--- config.mk ---
export PLATFORM = sky130hd
export DESIGN_NAME = mplier_rr_sched_flat
export DESIGN_NICKNAME = d
export VERILOG_FILES = /design/src/rtl/mplier_rr_sched_if.sv /design/src/rtl/mplier_rr_sched.sv /design/src/flat_wrapper.sv
export SDC_FILE = /design/constraint.sdc
export NUM_CORES = 1
export LEC_CHECK = 0
export ABC_AREA = 1
export CAP_MARGIN = 20
export CORE_AREA = 10 10 173 175
export CTS_BUF_LIST = sky130_fd_sc_hd__clkbuf_8
export DETAILED_ROUTE_END_ITERATION = 16
export DIE_AREA = 0 0 183 185
export PLACE_DENSITY = 0.69
export SYNTH_ARGS = -nofsm -noshare
export SYNTH_HDL_FRONTEND = slang
export SYNTH_SLANG_ARGS = --single-unit
--- constraint.sdc ---
create_clock -name clk -period 5.8 [get_ports clk]
set_clock_uncertainty 0.15 [all_clocks]
set_input_delay 1.74 -clock clk [delete_from_list [all_inputs] [get_ports clk]]
set_output_delay 1.74 -clock clk [all_outputs]
set_load 0.005 [all_outputs]
--- src/rtl/mplier_rr_sched_if.sv ---
// Requester and result handshake bundle for the shared-multiplier scheduler.
interface mplier_rr_sched_if #(
  parameter int unsigned NREQ = 4,
  parameter int unsigned IDW  = 2
);
  logic [NREQ-1:0]    req_valid;
  logic [NREQ-1:0]    req_ready;
  logic [NREQ*32-1:0] req_mplier;
  logic [NREQ*32-1:0] req_mcand;
  logic               res_valid;
  logic               res_ready;
  logic [63:0]        res_product;
  logic [IDW-1:0]     res_id;

  // Requesters and result consumer side
  modport master (
    output req_valid, req_mplier, req_mcand, res_ready,
    input  req_ready, res_valid, res_product, res_id
  );

  // Scheduler side
  modport slave (
    input  req_valid, req_mplier, req_mcand, res_ready,
    output req_ready, res_valid, res_product, res_id
  );
endinterface

--- src/rtl/mplier_rr_sched.sv ---
// Round-robin scheduler sharing one external combinational 32x32 signed multiplier
// among NREQ requesters through a two-stage (issue, result) pipeline.
module mplier_rr_sched #(
  parameter int unsigned NREQ = 4,
  parameter int unsigned IDW  = 2
) (
  input  logic                    clk,
  input  logic                    rst_n,
  mplier_rr_sched_if.slave        bus,
  output logic [31:0]             mul_mplier,
  output logic [31:0]             mul_mcand,
  input  logic [63:0]             mul_product,
  output logic                    busy
);

  logic           iss_valid_q;
  logic [31:0]    iss_a_q;
  logic [31:0]    iss_b_q;
  logic [IDW-1:0] iss_id_q;
  logic           res_valid_q;
  logic [63:0]    res_product_q;
  logic [IDW-1:0] res_id_q;
  logic [IDW-1:0] ptr_q;

  logic           res_adv;
  logic           iss_adv;
  logic           gnt_found;
  logic [IDW-1:0] gnt_id;
  logic [IDW-1:0] cand;
  logic           xfer;
  logic [31:0]    gnt_a;
  logic [31:0]    gnt_b;
  logic [IDW-1:0] ptr_next;

  assign res_adv = !res_valid_q || bus.res_ready;
  assign iss_adv = !iss_valid_q || res_adv;

  // Rotating-priority scan: first valid requester at or after ptr, wrapping at NREQ
  always_comb begin
    gnt_found = 1'b0;
    gnt_id    = '0;
    cand      = ptr_q;
    for (int unsigned k = 0; k < NREQ; k++) begin
      if (!gnt_found && bus.req_valid[cand]) begin
        gnt_found = 1'b1;
        gnt_id    = cand;
      end
      cand = (cand == IDW'(NREQ - 1)) ? '0 : cand + 1'b1;
    end
  end

  // One-hot accept; held off during reset so nothing looks accepted while flops are cleared
  always_comb begin
    xfer          = gnt_found && iss_adv && rst_n;
    bus.req_ready = '0;
    if (xfer) begin
      bus.req_ready[gnt_id] = 1'b1;
    end
  end

  // Operand select for the granted requester
  always_comb begin
    gnt_a = '0;
    gnt_b = '0;
    for (int i = 0; i < int'(NREQ); i++) begin
      if (gnt_id == IDW'(i)) begin
        gnt_a = bus.req_mplier[32*i +: 32];
        gnt_b = bus.req_mcand[32*i +: 32];
      end
    end
    ptr_next = (gnt_id == IDW'(NREQ - 1)) ? '0 : gnt_id + 1'b1;
  end

  // Round-robin pointer moves past the requester just served
  always_ff @(posedge clk or negedge rst_n) begin
    if (!rst_n) begin
      ptr_q <= '0;
    end else if (xfer) begin
      ptr_q <= ptr_next;
    end
  end

  // Issue stage: load on grant, empty on an idle advance, hold under stall
  always_ff @(posedge clk or negedge rst_n) begin
    if (!rst_n) begin
      iss_valid_q <= 1'b0;
      iss_a_q     <= '0;
      iss_b_q     <= '0;
      iss_id_q    <= '0;
    end else if (iss_adv) begin
      iss_valid_q <= xfer;
      if (xfer) begin
        iss_a_q  <= gnt_a;
        iss_b_q  <= gnt_b;
        iss_id_q <= gnt_id;
      end
    end
  end

  // Result stage: capture the multiplier output; payload frozen while stalled
  always_ff @(posedge clk or negedge rst_n) begin
    if (!rst_n) begin
      res_valid_q   <= 1'b0;
      res_product_q <= '0;
      res_id_q      <= '0;
    end else if (res_adv) begin
      res_valid_q <= iss_valid_q;
      if (iss_valid_q) begin
        res_product_q <= mul_product;
        res_id_q      <= iss_id_q;
      end
    end
  end

  assign mul_mplier      = iss_a_q;
  assign mul_mcand       = iss_b_q;
  assign bus.res_valid   = res_valid_q;
  assign bus.res_product = res_product_q;
  assign bus.res_id      = res_id_q;
  assign busy            = iss_valid_q || res_valid_q;

endmodule

--- src/flat_wrapper.sv ---
// flat-port wrapper written by rule: the top's interface ports become plain ports
module mplier_rr_sched_flat 
#(
  parameter int unsigned NREQ = 4,
  parameter int unsigned IDW  = 2
)
  (clk, rst_n, mul_mplier, mul_mcand, mul_product, busy, bus_req_valid, bus_req_mplier, bus_req_mcand, bus_res_ready, bus_req_ready, bus_res_valid, bus_res_product, bus_res_id);
  mplier_rr_sched_if #(.NREQ(NREQ), .IDW(IDW)) bus_i ();
  input  logic clk;
  input  logic rst_n;
  output logic [31:0] mul_mplier;
  output logic [31:0] mul_mcand;
  input  logic [63:0] mul_product;
  output logic busy;
  input wire logic [$bits(bus_i.req_valid)-1:0] bus_req_valid;
  input wire logic [$bits(bus_i.req_mplier)-1:0] bus_req_mplier;
  input wire logic [$bits(bus_i.req_mcand)-1:0] bus_req_mcand;
  input wire logic [$bits(bus_i.res_ready)-1:0] bus_res_ready;
  output wire logic [$bits(bus_i.req_ready)-1:0] bus_req_ready;
  output wire logic [$bits(bus_i.res_valid)-1:0] bus_res_valid;
  output wire logic [$bits(bus_i.res_product)-1:0] bus_res_product;
  output wire logic [$bits(bus_i.res_id)-1:0] bus_res_id;
  assign bus_i.req_valid = bus_req_valid;
  assign bus_i.req_mplier = bus_req_mplier;
  assign bus_i.req_mcand = bus_req_mcand;
  assign bus_i.res_ready = bus_res_ready;
  assign bus_req_ready = bus_i.req_ready;
  assign bus_res_valid = bus_i.res_valid;
  assign bus_res_product = bus_i.res_product;
  assign bus_res_id = bus_i.res_id;
  mplier_rr_sched #(.NREQ(NREQ), .IDW(IDW)) u_core (.clk(clk), .rst_n(rst_n), .bus(bus_i), .mul_mplier(mul_mplier), .mul_mcand(mul_mcand), .mul_product(mul_product), .busy(busy));
endmodule
## Word level (Yosys, flattened, before mapping)

Cells that the tools add are included.

- Bits in registers: 136
- Output and inout bits: 136

- Add/subtract/negate cells: 4
- Magnitude comparators: 6
- Equal/unequal tests: 6
- Multiplexer cells: 31
- Reduce and logical (&&, ||, !) cells: 17

Operator list:

| kind | number |
|---|---|
| $mux W32 | 8 |
| $mux W2 | 8 |
| $lt A2 B3 Y1 const B | 5 |
| $eq A2 B2 Y1 const B | 5 |
| $mux W1 | 9 |
| $add A2 B1 Y2 const B | 4 |
| $bmux W1 S2 | 4 |
| $logic_and A1 B1 Y1 | 6 |
| $logic_not A1 Y1 | 5 |
| $mux W4 | 1 |
| $reduce_and A2 Y1 | 2 |
| $logic_or A1 B1 Y1 | 3 |
| $demux W1 S2 | 1 |
| $eq A2 B1 Y1 const B | 1 |
| $ge A2 B1 Y1 const B | 1 |
| $logic_not A2 Y1 | 1 |

## Depth between registers and ports, before layout

Gate-level depths: netlist of run 1.

- Word-level depth: 17
- Mapped depth: 21
- Depth with buffers taken out: 20

## Worst setup path before layout of run 1

No wires, ideal clock.

- Path type: input to output
- Start point: input bus_req_valid[2]
- End point: output bus_req_ready[1]
- Data arrival time: 3401 ps
- Slack: 509 ps
- Stages on the path: 14
- Buffers on the path: 2
- Cell sequence: inv_1 nand2_1 nand3_2 nand2_2 nor2_4 nand3b_1 inv_1 nand2_1 nand2_1 ha_1 clkbuf_1 clkbuf_1 inv_1 nor2_1

- Longest elaborated chain between the ends: 17
- Elaborated cells on any way between the ends: 30
- Those cells by class: 2 x order compare; 19 x mux; 9 x reduce/logical

Ends and longest elaborated chain:

| element | line | RTL |
|---|---|---|
| start: declaration | flat_wrapper.sv:15 | `input wire logic [$bits(bus_i.req_valid)-1:0] bus_req_valid;` |
| $bmux W1 S2 | mplier_rr_sched.sv:44 | `if (!gnt_found && bus.req_valid[cand]) begin` |
| $mux W1 (not written as such) | mplier_rr_sched.sv:44 |  |
| $mux W1 | mplier_rr_sched.sv:44 |  |
| $logic_not A1 Y1 | mplier_rr_sched.sv:44 |  |
| $logic_and A1 B1 Y1 | mplier_rr_sched.sv:44 |  |
| $mux W1 | mplier_rr_sched.sv:44 |  |
| $logic_not A1 Y1 | mplier_rr_sched.sv:44 |  |
| $logic_and A1 B1 Y1 | mplier_rr_sched.sv:44 |  |
| (+2 left out) | n/a |  |
| $logic_and A1 B1 Y1 | mplier_rr_sched.sv:44 |  |
| $mux W2 (*) | mplier_rr_sched.sv:44 |  |
| net u_core.gnt_id[0] | mplier_rr_sched.sv:28 | `logic [IDW-1:0] gnt_id;` |
| $lt A2 B3 Y1 (not written as such) / $ge A2 B1 Y1 (equally long branches) | mplier_rr_sched.sv:57 | `bus.req_ready[gnt_id] = 1'b1;` |
| $logic_and A1 B1 Y1 (not written as such) | mplier_rr_sched.sv:57 |  |
| $mux W1 (not written as such) | mplier_rr_sched.sv:57 |  |
| $demux W1 S2 (*) | n/a |  |
| $mux W4 (*) | mplier_rr_sched.sv:56 | `if (xfer) begin` |
| end: declaration | flat_wrapper.sv:19 | `output wire logic [$bits(bus_i.req_ready)-1:0] bus_req_ready;` |

Mark *: on every way through the listed nets, which the timed path passes. The rest lies on a longest branch. The select of a mux whose other input is x is not followed.

## Final worst setup path of run 1

- Start point: input bus_req_valid[2]
- End point: output bus_req_ready[2]

The elaborated chain is that of the path after synthesis.

==> results.cfg, run 1 <==
[sta]
worst_slack_ps = 184.0
finalSetupViolCount = 0
whs_ps = 324.6
hold_viol_final = 0
fin_crit_sh_pct = 96.83
rsz0062_at_grt = no
tns_ps = 0
slew_viol_final = 0
layout_min_cycle_time_ps = 5616
worstMarginPinSlew_ps = 836.3
max_slew_margin_pct = 44.25
max_freq_mhz = 178.1

[die]
io_pins = 463
placement_rows = 60
die_area_sq_um = 33860
initial_core_util_pct = 27.67
core_area_sq_um = 26580
die_h_microns = 185
die_w_microns = 183

[setup_path]
slowest_stage = clkdlybuf4s50_1
cpLargestDelayFamily = buffers and inverters
path_cells = clkdlybuf4s50_1 -> nand2_1 -> nand2_2 -> o21ai_0 -> nand3b_1 -> inv_2 -> nand2_1 -> nand2_2 -> inv_1 -> ha_2 -> inv_2 -> nor2_1 -> dlygate4sd2_1
rr_startpoint = u_core.ptr_q[0]
critPathMaxStageDelay_ps = 420
crit_fanout = 4
critPathRequiredTime_ps = 3910
critPathCaptureType = output pin
crit_start = bus_req_valid[2]
path_class = in -> out
rrSetupSlack_ps = 1850
reg2reg_to = u_core.mul_mcand[30]
reg2reg_depth = 17
endpoint = bus_req_ready[2]
cp_num_buf_inv = 5
arrival_ps = 3730
worstSetupPathDepth = 13
critPathLaunchType = input pin

[yosys]
ys_seq_area_share_pct = 46.27
synth_compound_area_share_pct = 13.46
synth_xor_area_share_pct = 0
synth_warnings = 0
synth.distinct_cells = 23
syn_inst = 942
synth_fa_ha_area_share_pct = 0.8506
syn_nets = 1274
yosys.area_share.simple_pct = 24.28
ys_ff_latch = 136
avgSynthCellArea_sq_um = 7.807
synth_top_family_by_area = simple AND/OR/NAND/NOR gates
syn_area_sq_um = 7355
synth_mux_area_share_pct = 10.11

[layout]
postLayoutCellArea_sq_um = 12720
fin_util_pct = 47.85
regArea_sq_um = 3403
multi_input_area_sq_um = 3618
final_common_cell = clkdlybuf4s50_1
n_fill_cell = 2626
layout_common_cells = 456 x clkdlybuf4s50_1, 424 x nand2_1, 136 x dfrtp_1, 132 x o21ai_0, 66 x mux2_2
synthToLayoutAreaGrowth_pct = 72.90
antenna_cells = 0
drive_gt1_share_pct = 10.27
fin_cells = 1734
fin_nets = 1713

[global_routing]
grt.overflow.total = 0
grt_usage_pct = 18.00
grt_max_degree = 74
grt_pass1_vias = 8039
grt_pass1_wl_microns = 47370
antenna_found_initial = 0

[power_and_ir_drop]
intPower_mw = 4.500
p_switching_mw = 4.428
powerDensity_nw_per_um2 = 702.0
power.total_mw = 8.927
p_clk_share_pct = 9.4
irDropWorstVdd_mv = 0.6731
seqPwrFrac_pct = 18.6
combPwrFrac_pct = 72.0
p_leak_nw = 5.594
sw_frac_of_total_pct = 49.60

[route]
vias = 7959
antenna_left = 0
wl_microns = 32720
initialDrtViolationCount = 439
route.detailed.drc = 0
dr.pass1.iters = 7
viasPerCell = 4.590
wl_per_cell_microns = 18.87

[clock_network]
clkLatencyLatePin_ps = 430
cts.htree.levels = 4
clk_pin_slew_ps = 90
cts-root-buf = clkbuf_8
cts_tree = yes
cts_made_buffers = 17
clock_path_buffers = 2
postCtsHoldBufs = 0
cts_sinks = 136

[hold_path]
min_from = u_core.mul_mplier[10]
hold_class = reg -> reg

[place]
post-dp-hpwl_microns = 25390
post-place-ws_ps = -120.5
routabilityCongestion = 0.8507
dp.cells = 1701
portBuffers = 462
placed_area_sq_um = 12290

[flow_run]
cap_violations = 0

[run_status]
status = complete, no violations
## power by group through the flow
| stage | Sequential [mW] | Combinational [mW] | Clock, mW |
|---|---|---|---|
| after floorplan | 1.68 | 3.86 | 0 |
| after global placement | 1.66 | 6.39 | 0 |
| final | 1.66 | 6.43 | 0.837 |
| after global routing | 1.72 | 7.21 | 0.909 |
| after detailed placement | 1.69 | 6.48 | 0 |
| after CTS | 1.67 | 6.49 | 0.868 |
## cell families after synthesis
group                    after synthesis
adder cells (fa/ha/maj)                5
buffers and inverters                 82
AO/OA/AOI/OAI                        197
AND/OR/NAND/NOR                      456
multiplexers                          66
flip-flops                           136
## final cells by class
type	instances	share of cell area [%]
multi-input cells	724	28.46
repair buffers	483	37.70
inverters	19	0.5805
well taps	341	3.355
flip-flops and latches	136	26.76
clock buffers	17	1.840
clock inverters	14	1.309
## tightest hold or removal path, cell delays in order (launching register included)
cell	delay, ps
dfrtp_1	350
nand2_1	50
nand2_1	40
## flip-flops by register name (all words and copies together) (netlist names)
name                    cells
u_core.iss_id_q             2
u_core.bus.res_product     64
u_core.mul_mplier          32
u_core.bus.res_id           2
u_core.ptr_q                2
u_core.mul_mcand           32
u_core.bus.res_valid        1
u_core.iss_valid_q          1
## what timing repair did
action | in CTS | in global routing
resized for setup | 7 | 4
setup endpoints to repair | 4 | 4
setup buffers | 0 | 2
pin swaps | 0 | 2
## synth_stat cells
library cell	number	area share, %
nand2_1	429	22
dfrtp_1	136	46
o21ai_0	132	9.0
mux2_2	66	10
a21oi_1	64	4.4
clkbuf_1	40	2.0
inv_1	17	0.87
buf_2	12	0.82
nand3_1	10	0.68
buf_4	8	0.82
nor2_1	7	0.36
ha_1	5	0.85
nand3_2	3	0.41
buf_6	2	0.31
nand2_2	2	0.17
nor2_4	2	0.31
buf_1	1	0.051
inv_2	1	0.051
inv_4	1	0.085
nand3b_1	1	0.10
nor2_8	1	0.27
o21ai_2	1	0.12
or2_2	1	0.085
## how the worst min path moves through the flow
stage / to / slack [ps] / cells past startpoint
finish: u_core.mul_mplier[10] / 320 / 2
global route: u_core.mul_mcand[24] / 350 / 2
CTS: u_core.mul_mcand[9] / 330 / 2
detailed placement: u_core.mul_mplier[31] / 310 / 2
global placement: u_core.mul_mplier[15] / 300 / 2
floorplan: u_core.iss_id_q[0] / 300 / 2
## metal layers
metal / GRT usage, % / vias up / share of wire (%) / wire length [microns]
met3: 7.582 / 25 / 10 / 3422
met1: 19.67 / 3638 / 38 / 12570
li1: - / 3934 / - / -
met5: 0 / - / 0 / 0
met4: 3.607 / 0 / 1.1 / 359
met2: 31.95 / 362 / 50 / 16360
Power figures use the tool's default switching activity.
==> inputs of run 2 (changes only) <==
Settings changed: CORE_AREA 10 10 173 175 to 10 10 172 174, DIE_AREA 0 0 183 185 to 0 0 182 184, DONT_BUFFER_PORTS set to 1, PLACE_DENSITY 0.69 to 0.47, SKIP_LAST_GASP set to 1.
==> results.cfg, run 2 (same netlist as run 1, synthesis figures left out) <==
[route]
dr.pass1.iters = 5
wl_per_cell_microns = 23.18
viasPerCell = 4.921
initialDrtViolationCount = 417
antenna_left = 0
vias = 6186
wl_microns = 29140
route.detailed.drc = 0

[clock_network]
clk_pin_slew_ps = 90
clkLatencyLatePin_ps = 440
cts_tree = yes
clock_path_buffers = 2
cts_made_buffers = 17
post_cts_buffers = 0
cts_sinks = 136
cts.htree.levels = 4
cts-root-buf = clkbuf_8
cts_resized = 0
postCtsHoldBufs = 0

[run_status]
status = complete, no violations

[flow_run]
cap_violations = 0

[power_and_ir_drop]
irDropWorstVdd_mv = 0.6801
powerDensity_nw_per_um2 = 966.2
p_leak_nw = 3.728

[sta]
layout_min_cycle_time_ps = 5074
worstMarginPinSlew_ps = 1051
max_freq_mhz = 197.1
hold_viol_final = 0
tns_ps = 0
fin_crit_sh_pct = 87.48
finalSetupViolCount = 0
whs_ps = 345.4
max_slew_margin_pct = 29.68
slew_viol_final = 0
rsz0062_at_grt = no

[place]
post-dp-hpwl_microns = 22610
routabilityCongestion = 0.8464
portBuffers = 0
placed_area_sq_um = 7585

[global_routing]
grt.overflow.total = 0
grt_pass1_wl_microns = 41500
grt_max_degree = 138
grt_usage_pct = 16.11
antenna_found_initial = 3
grt_pass1_vias = 6382

[die]
die_h_microns = 184
die_area_sq_um = 33490
placement_rows = 59
initial_core_util_pct = 28.38
io_pins = 463
core_area_sq_um = 25910
die_w_microns = 182

[setup_path]
path_class = in -> out
critPathLaunchType = input pin
cp_num_buf_inv = 3
cpLargestDelayFamily = simple AND/OR/NAND/NOR gates
critPathMaxStageDelay_ps = 310
path_cells = nand2_1 -> nand2_1 -> o21ai_0 -> nand3b_1 -> inv_1 -> nand2_1 -> nand2_1 -> inv_1 -> ha_1 -> inv_1 -> nor2_1
critPathCaptureType = output pin
crit_fanout = 4
crit_top_cell = nand2_1
arrival_ps = 3180
slowest_stage = o21ai_0
critPathRequiredTime_ps = 3910

[layout]
regArea_sq_um = 3403
multi_input_area_sq_um = 3608
drive_gt1_share_pct = 13.59
layout_common_cells = 428 x nand2_1, 136 x dfrtp_1, 132 x o21ai_0, 66 x mux2_2, 64 x a21oi_1
n_fill_cell = 2778
postLayoutCellArea_sq_um = 7988
synthToLayoutAreaGrowth_pct = 8.608
fin_nets = 1239
largest_register_ffs = 64
final_common_cell = nand2_1

[hold_path]
hold_class = reg -> reg
## run 2: stage by stage
stage / std cells / setup slack (ps) / power [mW] / utilization [%]
2_1_floorplan: 942 / 509.3 / 5.543 / -
3_3_place_gp: 1223 / 812.3 / 6.927 / 29.27
3_5_place_dp: 1223 / 773.0 / 6.995 / 29.27
4_1_cts: 1255 / 757.8 / 7.841 / 30.81
5_1_grt: 1257 / 563.6 / 8.619 / 30.83
6_report: 1257 / 726.0 / 7.717 / 30.83
## run 2: power by group
part	switching, mW	internal, mW
Sequential	0.466	1.42
Combinational	3.30	1.72
Clock	0.443	0.369
Total	4.21	3.51
## run 2: cell type report
| type | instances | share of cell area [%] |
|---|---|---|
| Antenna cell | 2 | 0.06266 |
| Clock buffer | 18 | 3.102 |
| Clock inverter | 14 | 1.880 |
| Inverter | 19 | 0.9242 |
| Multi-Input combinational cell | 724 | 45.18 |
| Sequential cell | 136 | 42.61 |
| Tap cell | 335 | 5.247 |
| Timing Repair Buffer | 9 | 1.003 |
## run 2: final timing paths
check	startpoint	to	slack, ps	depth (start not counted)
max in group asynchronous	rst_n	u_core.ptr_q[1]	4440	0
min in group asynchronous	rst_n	u_core.bus.res_product[42]	840	0
max	bus_req_valid[2]	bus_req_ready[0]	730	11
min reg2reg	u_core.iss_id_q[0]	u_core.iss_id_q[0]	350	2
min	u_core.iss_id_q[0]	u_core.iss_id_q[0]	350	2
max reg2reg	u_core.ptr_q[0]	u_core.mul_mcand[20]	1900	20
## run 2: tightest hold or removal path, cell delays in order (launching register included)
cell and delay [ps]:
dfrtp_1 360, nand2_1 60, nand2_1 50
## run 2: layer usage
layer	wire [microns]	vias to the layer above	track usage, %	part of all wire [%]
met2	14510	333	27.46	50
li1	-	2998	-	-
met1	11100	2830	17.85	38
met3	3025	25	6.634	10
met4	506	0	5.337	1.7
met5	0	-	0	0
